--- src/rtl/control_sequencer.sv ---
// Hardwired control sequencer: a fetch/execute FSM (RST, T0-T7, HALT) with a
// Moore decode of state and IR opcode onto the datapath control lines.
module control_sequencer #(
  parameter bit ILLEGAL_HALT = 1'b1
) (
  input  logic        clock,
  input  logic        clear,
  input  logic [31:0] ir,
  input  logic        con,
  output logic        Gra, Grb, Grc, Rin, Rout, BAout, Cout,
  output logic        PCout, PCin, IncPC, IRin, MARin, MDRin, MDRout, read, write,
  output logic        Yin, Zin, Zhighout, Zlowout, HIin, HIout, LOin, LOout,
  output logic        R8_RAin, InPortout, Out_portIn, conIn,
  output logic [4:0]  alu_op,
  output logic        run
);

  typedef enum logic [3:0] {
    S_RST, S_T0, S_T1, S_T2, S_T3, S_T4, S_T5, S_T6, S_T7, S_HALT
  } state_e;

  state_e     state_q, state_d, last_st;
  logic [4:0] op;
  logic       unused_ir;

  assign op        = ir[31:27];
  assign unused_ir = ^ir[26:0];

  // Final execute step per opcode; reaching it returns to T0.
  always_comb begin
    last_st = S_T3;
    case (op) inside
      [5'h00:5'h0E]: last_st = S_T5;
      5'h0F, 5'h10:  last_st = S_T6;
      5'h11, 5'h12:  last_st = S_T4;
      5'h13, 5'h15:  last_st = S_T7;
      5'h14:         last_st = S_T5;
      5'h16:         last_st = S_T6;
      5'h18:         last_st = S_T4;
      default:       last_st = S_T3;
    endcase
  end

  always_comb begin
    state_d = state_q;
    case (state_q)
      S_RST:  state_d = S_T0;
      S_T0:   state_d = S_T1;
      S_T1:   state_d = S_T2;
      S_T2: begin
        case (op)
          5'h1D:   state_d = S_T0;
          5'h1E:   state_d = S_HALT;
          5'h1F:   state_d = ILLEGAL_HALT ? S_HALT : S_T0;
          default: state_d = S_T3;
        endcase
      end
      S_T3:   state_d = (last_st == S_T3) ? S_T0 : S_T4;
      S_T4:   state_d = (last_st == S_T4) ? S_T0 : S_T5;
      S_T5:   state_d = (last_st == S_T5) ? S_T0 : S_T6;
      S_T6:   state_d = (last_st == S_T6) ? S_T0 : S_T7;
      S_T7:   state_d = S_T0;
      S_HALT: state_d = S_HALT;
      default: state_d = S_RST;
    endcase
  end

  always_ff @(posedge clock or negedge clear) begin
    if (!clear) state_q <= S_RST;
    else        state_q <= state_d;
  end

  assign run = (state_q != S_RST) && (state_q != S_HALT);

  // Control decode is combinational on state so clear kills write at once.
  always_comb begin
    {Gra, Grb, Grc, Rin, Rout, BAout, Cout}                          = '0;
    {PCout, PCin, IncPC, IRin, MARin, MDRin, MDRout, read, write}    = '0;
    {Yin, Zin, Zhighout, Zlowout, HIin, HIout, LOin, LOout}          = '0;
    {R8_RAin, InPortout, Out_portIn, conIn}                          = '0;
    alu_op = 5'h00;
    case (state_q)
      S_T0: begin PCout = 1'b1; MARin = 1'b1; IncPC = 1'b1; end
      S_T1: begin read = 1'b1; MDRin = 1'b1; end
      S_T2: begin MDRout = 1'b1; IRin = 1'b1; end
      S_T3: begin
        case (op) inside
          [5'h00:5'h0E]: begin Grb = 1'b1; Rout = 1'b1; Yin = 1'b1; end
          5'h0F, 5'h10:  begin Gra = 1'b1; Rout = 1'b1; Yin = 1'b1; end
          5'h11, 5'h12:  begin Grb = 1'b1; Rout = 1'b1; Zin = 1'b1; alu_op = op; end
          [5'h13:5'h15]: begin Grb = 1'b1; BAout = 1'b1; Yin = 1'b1; end
          5'h16:         begin Gra = 1'b1; Rout = 1'b1; conIn = 1'b1; end
          5'h17:         begin Gra = 1'b1; Rout = 1'b1; PCin = 1'b1; end
          5'h18:         begin PCout = 1'b1; R8_RAin = 1'b1; end
          5'h19:         begin InPortout = 1'b1; Gra = 1'b1; Rin = 1'b1; end
          5'h1A:         begin Gra = 1'b1; Rout = 1'b1; Out_portIn = 1'b1; end
          5'h1B:         begin HIout = 1'b1; Gra = 1'b1; Rin = 1'b1; end
          5'h1C:         begin LOout = 1'b1; Gra = 1'b1; Rin = 1'b1; end
          default: ;
        endcase
      end
      S_T4: begin
        case (op) inside
          [5'h00:5'h0B]: begin Grc = 1'b1; Rout = 1'b1; Zin = 1'b1; alu_op = op; end
          5'h0C:         begin Cout = 1'b1; Zin = 1'b1; alu_op = 5'h00; end
          5'h0D:         begin Cout = 1'b1; Zin = 1'b1; alu_op = 5'h02; end
          5'h0E:         begin Cout = 1'b1; Zin = 1'b1; alu_op = 5'h03; end
          5'h0F, 5'h10:  begin Grb = 1'b1; Rout = 1'b1; Zin = 1'b1; alu_op = op; end
          5'h11, 5'h12:  begin Zlowout = 1'b1; Gra = 1'b1; Rin = 1'b1; end
          [5'h13:5'h15]: begin Cout = 1'b1; Zin = 1'b1; end
          5'h16:         begin PCout = 1'b1; Yin = 1'b1; end
          5'h18:         begin Gra = 1'b1; Rout = 1'b1; PCin = 1'b1; end
          default: ;
        endcase
      end
      S_T5: begin
        case (op) inside
          [5'h00:5'h0E], 5'h14: begin Zlowout = 1'b1; Gra = 1'b1; Rin = 1'b1; end
          5'h0F, 5'h10:  begin Zlowout = 1'b1; LOin = 1'b1; end
          5'h13, 5'h15:  begin Zlowout = 1'b1; MARin = 1'b1; end
          5'h16:         begin Cout = 1'b1; Zin = 1'b1; end
          default: ;
        endcase
      end
      S_T6: begin
        case (op)
          5'h0F, 5'h10: begin Zhighout = 1'b1; HIin = 1'b1; end
          5'h13:        begin read = 1'b1; MDRin = 1'b1; end
          5'h15:        begin Gra = 1'b1; Rout = 1'b1; MDRin = 1'b1; end
          5'h16:        begin Zlowout = 1'b1; PCin = con; end
          default: ;
        endcase
      end
      S_T7: begin
        case (op)
          5'h13:   begin MDRout = 1'b1; Gra = 1'b1; Rin = 1'b1; end
          5'h15:   write = 1'b1;
          default: ;
        endcase
      end
      default: ;
    endcase
  end

endmodule

--- config.mk ---
export PLATFORM = sky130hd
export DESIGN_NAME = control_sequencer
export DESIGN_NICKNAME = d
export VERILOG_FILES = /design/src/rtl/control_sequencer.sv
export SDC_FILE = /design/constraint.sdc
export NUM_CORES = 1
export LEC_CHECK = 0
export ABC_AREA = 1
export CAP_MARGIN = 0
export CORE_MARGIN = 8
export CORE_UTILIZATION = 55
export DETAILED_ROUTE_END_ITERATION = 8
export DONT_BUFFER_PORTS = 1
export GPL_ROUTABILITY_DRIVEN = 0
export GPL_TIMING_DRIVEN = 1
export HOLD_SLACK_MARGIN = 0.03
export PLACE_DENSITY = 0.75
export SLEW_MARGIN = 20
export SYNTH_ARGS = -nofsm -noshare
export SYNTH_HDL_FRONTEND = slang
export SYNTH_SLANG_ARGS = --single-unit
--- constraint.sdc ---
create_clock -name clock -period 3.6 [get_ports clock]
set_input_delay 0.54 -clock clock [delete_from_list [all_inputs] [get_ports clock]]
set_output_delay 0.54 -clock clock [all_outputs]
set_load 0.01 [all_outputs]
# Word level (Yosys, flattened, before mapping)
# Cells that the tools add are included.
word_totals:
  romBits: 0
  inputBits: 35
  n_memories: 0
  ramBits: 0
  latch_bits: 0
  ff_bits: 4
  out_inout_bits: 34
classes:
  shift: 0
  n_lt_le_gt_ge: 5
  eq_ne: 34
  n_div: 0
  n_addsub: 0
  n_reduce_logical: 12
  bitwise_logic: 0
  n_mul: 0
  mux: 196
ops:
  columns: ["cell", "count"]
  rows:
  - ["$mux 1", 161]
  - ["$eq 5x5->1 const B", 16]
  - ["$mux 5", 8]
  - ["$pmux 4 s9", 1]
  - ["$eq 4x3->1 const B", 8]
  - ["$mux 4", 7]
  - ["$eq 5x4->1 const B", 4]
  - ["$pmux 1 s3", 5]
  - ["$pmux 1 s2", 7]
  - ["$reduce_or 2->1", 6]
  - ["$le 5x4->1 const B", 2]
  - ["$pmux 5 s2", 1]
  - ["$mux 3", 3]
  - ["$eq 4x2->1 const B", 2]
  - ["$eq 4x4->1 const B", 2]
  - ["$pmux 4 s2", 1]
  - ["$ge 5x1->1 const B", 1]
  - ["$ge 5x5->1 const B", 1]
  - ["$le 5x5->1 const B", 1]
  - ["$pmux 1 s5", 1]
  - ["$eq 4x1->1 const B", 1]
  - ["$logic_and 1x1->1", 4]
  - ["$logic_not 4->1", 1]
  - ["$ne 4x4->1 const B", 1]
  - ["2 further kinds", 2]

# Longest topological paths before layout
# Gate-level depths: netlist (run 1).
logic_depth:
  depth_word: 13
  ltp_mapped: 11

# Least setup slack after synthesis (run 1)
# OpenSTA, ideal clock, no wires.
synth_path:
  kind: "input -> output"
  start: "input ir[28]"
  end: "output Zhighout"
  setup_slack_ps: 1567
  required_ps: 3060
  cell_stages: 7
  path_buffers: 2
  arrival_time_ps: 1493
  cell_sequence: "buf_2 -> nor2_2 -> nand2_2 -> nand2_2 -> inv_2 -> nor2_1 -> buf_4"
synth_between:
  elab_chain_len: 4
synth_lines:
  columns: ["item", "line", "source"]
  rows:
  - ["start, declared", "8", "input logic [31:0] ir,"]
  - ["$eq 5x4->1 / $eq 5x5->1 (equally long branches)", null, null]
  - ["$reduce_or 2->1 (*)", null, null]
  - ["$mux 1 (*) (2 in a row)", null, null]
  - ["end, declared", "12", "output logic Yin, Zin, Zhighout, Zlowout, HIin, HIout, LOin, LOout,"]
# Mark *: on every way between the ends. The rest lies on a longest branch, timed or not.

# Final worst setup path (run 1)
layout_path:
  start: "register state_q[1]"
  end: "output alu_op[0]"
layout_between:
  elab_chain_len: 2
layout_lines:
  columns: ["item", "line", "source"]
  rows:
  - ["start, declared", "22", "state_e state_q, state_d, last_st;"]
  - ["start signal, assigned", "70", "else state_q <= state_d;"]
  - ["$eq 4x3->1", "82", "case (state_q)"]
  - ["$pmux 5 s2 (*)", "82", null]
  - ["end, declared", "14", "output logic [4:0] alu_op,"]
# Marked as above.

==> results.py, run 1 <==
metrics = {
    "floorplanning": {
        "rows": 15,
        "die_h_um": 58.3,
        "initial_utilization_pct": 57.5,
        "die_x_um": 58.3,
        "pin_count": 69,
        "core_area_um2": 1710,
        "die_area_um2": 3390,
    },
    "power_and_ir_drop": {
        "power.density_nw_per_um2": 463,
        "power_leakage_nw": 0.506,
        "irDropWorstVdd_mv": 0.246,
    },
    "timing": {
        "finalCritPeriodShare_pct": 61.8,
        "rsz0062_at_grt": "no",
        "slew_violations": 0,
        "final.min_clock_period_ns": 2.22,
        "hold_viol_final": 0,
        "setup_tns_ns": 0,
        "fin_skew_ns": 0.00897,
        "worst_pin_slew_ns": 0.651,
        "max-slew-margin-rel_pct": 56.2,
        "setup_violations": 0,
        "hold_slack_ns": 0.567,
        "fmax_mhz": 450,
    },
    "final_layout": {
        "largest_reg_flops": 4,
        "top_regs": "state_q (4)",
        "syn2layout_area_growth_pct": 4.08,
        "multi_input_area_um2": 764,
        "fin_area_um2": 1020,
        "layout-drive-gt1-share_pct": 21.2,
        "regMostFlops": "state_q",
        "nFillCells": 186,
        "antenna_cells": 0,
        "seq_area_um2": 100,
        "fin_nets": 221,
    },
    "global_routing": {
        "antenna_found_initial": 0,
        "grtUsageTotal_pct": 19.0,
        "grt_overflow": 0,
        "grt_pass1_wl_um": 5240,
        "grt_pass1_vias": 1137,
        "grt_start_max_net_pins": 15,
    },
    "run": {
        "drv_cap": 0,
    },
    "clocking": {
        "cts.reportedPaths.clkPinSlew_ns": 0.04,
        "ctsRootBufferMaster": "clkbuf_4",
        "clock_path_buffers": 2,
        "cts.sinks": 4,
        "cts_buffers": 3,
        "clock_latency_ns": 0.24,
        "htreeDepth": 1,
        "cts_tree": "done",
    },
    "run_status": {
        "status": "completed",
    },
    "route": {
        "drcViolationCount": 0,
        "vias": 1235,
        "via_per_inst": 5.91,
        "firstDrtPassIters": 4,
        "detail-route-antenna-nets": 0,
        "routed_wl_um": 3160,
        "drt_iter0_markers": 66,
        "wl_per_cell_um": 15.1,
    },
    "synth": {
        "seq_area_frac_synth_pct": 10.2,
        "syn_inst": 183,
        "yosysWarnings": 0,
        "postSynthAreaPerCell_um2": 5.37,
        "ys_types": 23,
        "ys.flop_type": "dfrtp_1",
        "syn_nets": 218,
        "synth_top_area_share_pct": 18.7,
        "async_flop_share_pct": 100,
        "netlist_area_um2": 982,
        "synth-seq-cells": 4,
        "yosysTopAreaCell": "nand2_1",
        "synth_edf_count": 0,
        "synthTopCellsByArea": "nand2_1, nand3_1, dfrtp_1",
    },
    "setup_path": {
        "worst_setup_path_start_kind": "register",
        "cp_common_cell": "inv_2",
        "slowest_stage": "dfrtp_1",
        "crit_chain": "inv_2 > nand2_2 > nor2_4 > inv_2 > nor3_4 > nand2_1 > nand3_1",
        "cp_data_required_time_ns": 3.06,
        "max_stage_delay_ns": 0.41,
        "critPathCaptureType": "output port",
        "arrival_ns": 1.68,
        "cp_max_fo": 9,
        "path_class": "register to output port",
        "r2r-start": "state_q[3]",
        "critPathLaunch": "state_q[1]",
    },
    "place": {
        "io_buffer_count": 0,
        "dp_hpwl_um": 2550,
        "dpl_cell_area_um2": 990,
    },
    "hold_path": {
        "min_path_type": "primary input to asynchronous set/reset pin",
    },
}
[path summary, 6_finish.rpt]
path,end,slack (ns),depth (start not counted)
max,alu_op[0],1.38,7
min in group clock,state_q[2],0.58,3
max reg2reg,state_q[2],2.29,7
min reg2reg,state_q[0],0.71,3
min,state_q[2],0.57,1
max in group asynchronous,state_q[0],2.86,1
[Yosys cell counts (3+ instances only)]
library cell / n
inv_2: 12
nand3_1: 29
nor2_2: 3
a21oi_1: 3
nand2_1: 49
dfrtp_1: 4
inv_1: 13
nand4_1: 3
nor2_4: 5
nand2_2: 11
nor2_1: 26
o21ai_1: 8
nor3_1: 4
[power by group]
group	total, mW	internal [mW]	switching [mW]
logic	0.322	0.0841	0.237
clock network	0.0567	0.0373	0.0194
registers	0.0946	0.0653	0.0293
[stage by stage]
stage / std cells / utilization (%) / power (mW) / setup slack (ns)
floorplan: 183 / - / 0.356 / 1.57
global placement: 205 / 57.9 / 0.406 / 1.57
detailed placement: 205 / 57.9 / 0.414 / 1.54
CTS: 209 / 59.9 / 0.473 / 1.36
global route: 209 / 59.9 / 0.519 / 1.23
finish: 209 / 59.9 / 0.473 / 1.38
[metal layers]
layer  vias to the layer above  track usage, %  routed length, um  share of wire (%)
met3                         8            6.18                396                 13
met1                       554            23.3               1220                 39
met4                         0            6.99                 48                1.5
met2                        71            29.8               1490                 47
met5                         -               0                  0                  0
li1                        602               -                  -                  -
[what timing repair did]
item	in CTS	in global routing
gates resized for setup	0	0
hold buffers	1	0
setup buffers	0	0
hold endpoints to repair	4	0
[layout make-up]
class                   instances  share of cell area [%]
multi-input cells             151                    74.8
well taps                      25                    3.06
repair buffers                  1                   0.979
flip-flops and latches          4                    9.79
inverters                      25                    9.18
clock buffers                   3                    2.20
[cells by family after synthesis]
logic type | Yosys count | synth area share, %
buffers and inverters | 28 | 12.0
and+or+nand+nor | 135 | 68.0
DFF | 4 | 10.2
AOI/OAI and AO/OA | 16 | 9.81
[worst max-delay path: cells and delay by family, from the launching register on]
kind          cells  cell delay (ns)
simple gates      5             0.76
flops             1             0.41
buf+inv           2             0.28
[cell usage in the layout (no fill, tap or decap), types with 3 or more instances in the layout]
cell type,netlist,final
nand2_1,49,49
nand3_1,29,29
nor2_1,26,26
inv_1,13,13
inv_2,12,12
nand2_2,11,11
o21ai_1,8,8
nor2_4,5,5
nor3_1,4,4
dfrtp_1,4,4
nor2_2,3,3
a21oi_1,3,3
nand4_1,3,3
clkbuf_4,0,3
No activity file was read; power rests on OpenSTA's default activity.
==> run 2: changes to the inputs <==
clock period = 2.15 ns   (was 3.6 ns; I/O delays follow)
==> run 2 against run 1 <==
Net effect:
- clock skew is 0.0013 ns higher
- hold slack worse by 0.23 ns
- register-to-register slack worse by 1.4 ns
- sequential share of layout area is 0.071 points lower
- highest routed layer unchanged
- non-clock buffer count is 1 higher
- sequential power is 67% higher
==> results.py, run 2 (synthesis gave the netlist of run 1 again) <==
metrics = {
    "floorplanning": {
        "initial_utilization_pct": 57.5,
        "die_x_um": 58.3,
        "core_area_um2": 1710,
        "pin_count": 69,
        "die_area_um2": 3390,
        "rows": 15,
        "die_h_um": 58.3,
    },
    "setup_path": {
        "timing.rr.end": "state_q[1]",
        "cp_max_fo": 6,
        "r2r_slack_ns": 0.85,
        "max_stage_delay_ns": 0.40,
        "cp_common_cell": "nor2_1",
        "path_class": "register to output port",
        "path_buf_inv": 2,
        "r2r-start": "state_q[3]",
        "slowest_stage": "dfrtp_1",
        "critPathCaptureType": "output port",
        "crit_chain": "inv_2 > nand2_2 > inv_1 > nand2_1 > nor2_1 > nand4_1 > nor2_1",
        "reg2regPathDepth": 7,
        "crit_family": "simple AND/OR/NAND/NOR gates",
        "worst_setup_path_start_kind": "register",
        "cp_data_required_time_ns": 1.83,
        "arrival_ns": 1.66,
    },
    "final_layout": {
        "fin_nets": 222,
        "multi_input_area_um2": 764,
        "antenna_cells": 0,
        "largest_reg_flops": 4,
        "layout_common_cells": "nand2_1, nand3_1, nor2_1",
        "fin_area_um2": 1030,
        "seq_area_um2": 100,
        "layout-drive-gt1-share_pct": 21.6,
        "top_regs": "state_q (4)",
        "regMostFlops": "state_q",
        "layout_commonest_cell": "nand2_1",
        "nFillCells": 174,
        "syn2layout_area_growth_pct": 4.84,
    },
    "clocking": {
        "cts.sinks": 4,
        "cts_setup_buffers": 0,
        "cts.reportedPaths.clkPinSlew_ns": 0.04,
        "cts_buffers": 3,
        "ctsRootBufferMaster": "clkbuf_4",
        "cts_tree": "done",
        "post_cts_resized": 0,
        "htreeDepth": 1,
        "clock_latency_ns": 0.25,
        "clock_path_buffers": 2,
    },
    "timing": {
        "setup_tns_ns": 0,
        "slew_violations": 0,
        "setup_ws_ns": 0.167,
        "rsz0062_at_grt": "no",
        "max-slew-margin-rel_pct": 59.7,
        "worst_pin_slew_ns": 0.600,
        "final.min_clock_period_ns": 1.98,
        "hold_viol_final": 0,
        "fmax_mhz": 504,
        "setup_violations": 0,
        "hold_slack_ns": 0.339,
        "finalCritPeriodShare_pct": 92.2,
        "fin_skew_ns": 0.0103,
    },
    "run_status": {
        "status": "completed",
    },
    "hold_path": {
        "min_path_type": "primary input to asynchronous set/reset pin",
    },
    "route": {
        "vias": 1219,
        "wl_per_cell_um": 14.8,
        "via_per_inst": 5.80,
        "detail-route-antenna-nets": 0,
        "drcViolationCount": 0,
        "routed_wl_um": 3100,
        "drt_iter0_markers": 44,
        "firstDrtPassIters": 5,
    },
    "global_routing": {
        "grt_pass1_wl_um": 5100,
        "grt_start_max_net_pins": 15,
        "grt_overflow": 0,
        "grtUsageTotal_pct": 18.6,
        "antenna_found_initial": 0,
        "grt_pass1_vias": 1121,
    },
    "power_and_ir_drop": {
        "power_leakage_nw": 0.511,
        "power.density_nw_per_um2": 778,
        "irDropWorstVdd_mv": 0.392,
        "total_power_mw": 0.801,
    },
    "run": {
        "drv_cap": 0,
    },
    "place": {
        "io_buffer_count": 0,
        "dpl_cell_area_um2": 997,
        "pre_cts_slack_ns": 0.426,
        "dp_hpwl_um": 2530,
    },
}
-- run 2: metrics by stage --
stage                     instances  util [%]
after global routing            210      60.3
after CTS                       210      60.3
final                           210      60.3
after global placement          206      58.4
after detailed placement        206      58.4
after floorplan                 183         -
-- run 2: layout make-up --
type | count | share of cell area [%]
Multi-Input combinational cell | 151 | 74.2
Sequential cell | 4 | 9.72
Inverter | 25 | 9.11
Tap cell | 25 | 3.04
Clock buffer | 3 | 2.19
Timing Repair Buffer | 2 | 1.70
-- run 2: worst max path at each step --
stage          startpoint         end  slack (ns)  depth (start not counted)
4_1_cts        state_q[3]  Out_portIn        0.16                          7
2_1_floorplan      ir[28]    Zhighout        0.55                          7
6_report       state_q[3]  Out_portIn        0.17                          7
5_1_grt        state_q[0]     R8_RAin        0.06                          5
3_5_place_dp   state_q[3]  Out_portIn        0.43                          7
3_3_place_gp   state_q[3]   InPortout        0.45                          7
-- run 2: report_power, final --
| part | switching, mW | leakage [nW] | internal (mW) | total, mW |
|---|---|---|---|---|
| Combinational | 0.399 | 0.447 | 0.147 | 0.545 |
| Sequential | 0.0482 | 0.0505 | 0.109 | 0.158 |
| Clock | 0.0359 | 0.0138 | 0.0627 | 0.0986 |
-- run 2: per-layer routing --
layer | global-route usage [%] | vias up | wire (um)
met1 | 22.3 | 537 | 1190
li1 | - | 603 | -
met3 | 7.51 | 7 | 423
met4 | 6.99 | 0 | 44
met2 | 28.8 | 72 | 1440
met5 | 0 | - | 0
-- run 2: worst register-to-register path: stages (launching register included) --
cell and delay, ns:
dfrtp_1 0.40, inv_2 0.10, nand2_2 0.11, nor3_2 0.29
nand3_1 0.12, nand2_1 0.11, inv_2 0.05, nand3_1 0.07
-- run 2: repair_timing --
action,4_1_cts,5_1_grt
hold buffers,1,0
setup endpoints to repair,0,0
hold endpoints to repair,4,0
==> run 3: changes to the inputs <==
CORE_MARGIN = 3   (was 8)
==> run 3 against run 2 <==
Net effect:
- register-to-register slack worse by 0.03 ns
- cell count down 0.48%
- critical path type unchanged
- non-clock buffer count stayed put
==> results.py, run 3 (synthesis gave the netlist of run 1 again) <==
metrics = {
    "hold_path": {
        "min_path_type": "primary input to asynchronous set/reset pin",
    },
    "power_and_ir_drop": {
        "irDropWorstVdd_mv": 0.641,
        "power_leakage_nw": 0.511,
        "power.density_nw_per_um2": 772,
    },
    "route": {
        "drcViolationCount": 0,
        "firstDrtPassIters": 5,
        "drt_iter0_markers": 58,
        "detail-route-antenna-nets": 0,
        "wl_per_cell_um": 14.3,
        "via_per_inst": 6.00,
        "vias": 1255,
        "routed_wl_um": 2990,
    },
    "floorplanning": {
        "core_area_um2": 1590,
        "rows": 14,
        "initial_utilization_pct": 61.6,
        "die_h_um": 48.3,
        "die_x_um": 48.3,
        "pin_count": 69,
        "die_area_um2": 2330,
    },
    "timing": {
        "rsz0062_at_grt": "no",
        "max-slew-margin-rel_pct": 61.7,
        "fmax_mhz": 500,
        "setup_violations": 0,
        "worst_pin_slew_ns": 0.569,
        "setup_ws_ns": 0.150,
        "slew_violations": 0,
        "fin_skew_ns": 0.000650,
        "setup_tns_ns": 0,
        "hold_viol_final": 0,
        "finalCritPeriodShare_pct": 93.0,
        "final.min_clock_period_ns": 2.00,
    },
    "place": {
        "dp_hpwl_um": 2450,
        "pre_cts_slack_ns": 0.417,
        "io_buffer_count": 0,
    },
    "final_layout": {
        "top_regs": "state_q (4)",
        "fin_nets": 222,
        "layout-drive-gt1-share_pct": 21.6,
        "syn2layout_area_growth_pct": 4.71,
        "layout_common_cells": "nand2_1, nand3_1, nor2_1",
        "seq_area_um2": 100,
        "largest_reg_flops": 4,
        "multi_input_area_um2": 764,
        "regMostFlops": "state_q",
        "layout_commonest_cell": "nand2_1",
        "nFillCells": 162,
        "antenna_cells": 0,
    },
    "setup_path": {
        "worst_setup_path_start_kind": "register",
        "critPathCaptureType": "output port",
        "cp_max_fo": 6,
        "arrival_ns": 1.68,
        "path_class": "register to output port",
        "cp_data_required_time_ns": 1.83,
    },
    "global_routing": {
        "grt_start_max_net_pins": 15,
        "grt_pass1_vias": 1061,
        "grt_overflow": 0,
        "grt_pass1_wl_um": 4640,
        "antenna_found_initial": 0,
        "grtUsageTotal_pct": 27.9,
    },
    "run_status": {
        "status": "completed",
    },
    "clocking": {
        "cts_tree": "done",
        "clock_path_buffers": 2,
        "cts_setup_buffers": 0,
        "cts.reportedPaths.clkPinSlew_ns": 0.04,
        "cts_buffers": 3,
        "cts.sinks": 4,
        "clock_latency_ns": 0.23,
        "ctsRootBufferMaster": "clkbuf_4",
        "htreeDepth": 1,
        "post_cts_resized": 0,
    },
    "run": {
        "drv_cap": 0,
    },
}
[run 3: what timing repair did]
item                                    CTS  global route
endpoints found under the hold margin     4             0
endpoints found under the setup margin    0             0
hold buffers                              1             0
[run 3: cell type report]
| type | instances | share of cell area (%) |
|---|---|---|
| Clock buffer | 3 | 2.19 |
| Inverter | 25 | 9.12 |
| Multi-Input combinational cell | 151 | 74.3 |
| Tap cell | 24 | 2.92 |
| Timing Repair Buffer | 2 | 1.70 |
| Sequential cell | 4 | 9.73 |
[run 3: path summary, 6_finish.rpt]
kind / from / end / slack, ns / depth (start not counted)
worst max register to register: state_q[3] / state_q[2] / 0.82 / 7
max in group asynchronous: clear / state_q[0] / 1.60 / 1
worst min-delay path: clear / state_q[2] / 0.37 / 1
worst max-delay path: state_q[3] / InPortout / 0.15 / 7
worst min register to register: state_q[1] / state_q[1] / 0.68 / 2
min in group clock: ir[31] / state_q[0] / 0.38 / 3
[run 3: worst max-delay path: stages, from the launching register on]
cell     delay (ns)
dfrtp_1        0.40
inv_2          0.10
nand2_2        0.11
inv_1          0.07
nand2_1        0.17
nor2_1         0.19
nand4_1        0.16
nor2_1         0.23
[run 3: through the flow]
stage	utilization (%)	hold slack, ns	power, mW	cell area [um2]	instances
final	64.5	0.371	0.794	1030	209
after global routing	64.5	0.368	0.874	1030	209
after CTS	64.5	0.368	0.793	1030	209
after detailed placement	62.5	0.0270	0.694	996	205
after global placement	62.5	0.0270	0.686	996	205
after floorplan	-	0.0269	0.596	982	183
[run 3: metal layers]
layer / vias up / share of wire [%] / track usage, %
met1: 556 / 42 / 40.1
met4: 0 / 0.17 / 2.15
met5: - / 0 / 0
li1: 611 / - / -
met3: 2 / 13 / 5.90
met2: 86 / 45 / 44.3
[run 3: power breakdown]
group	internal (mW)	total, mW	switching [mW]
sequential	0.109	0.158	0.0482
combinational	0.147	0.544	0.397
clock	0.0624	0.0930	0.0306
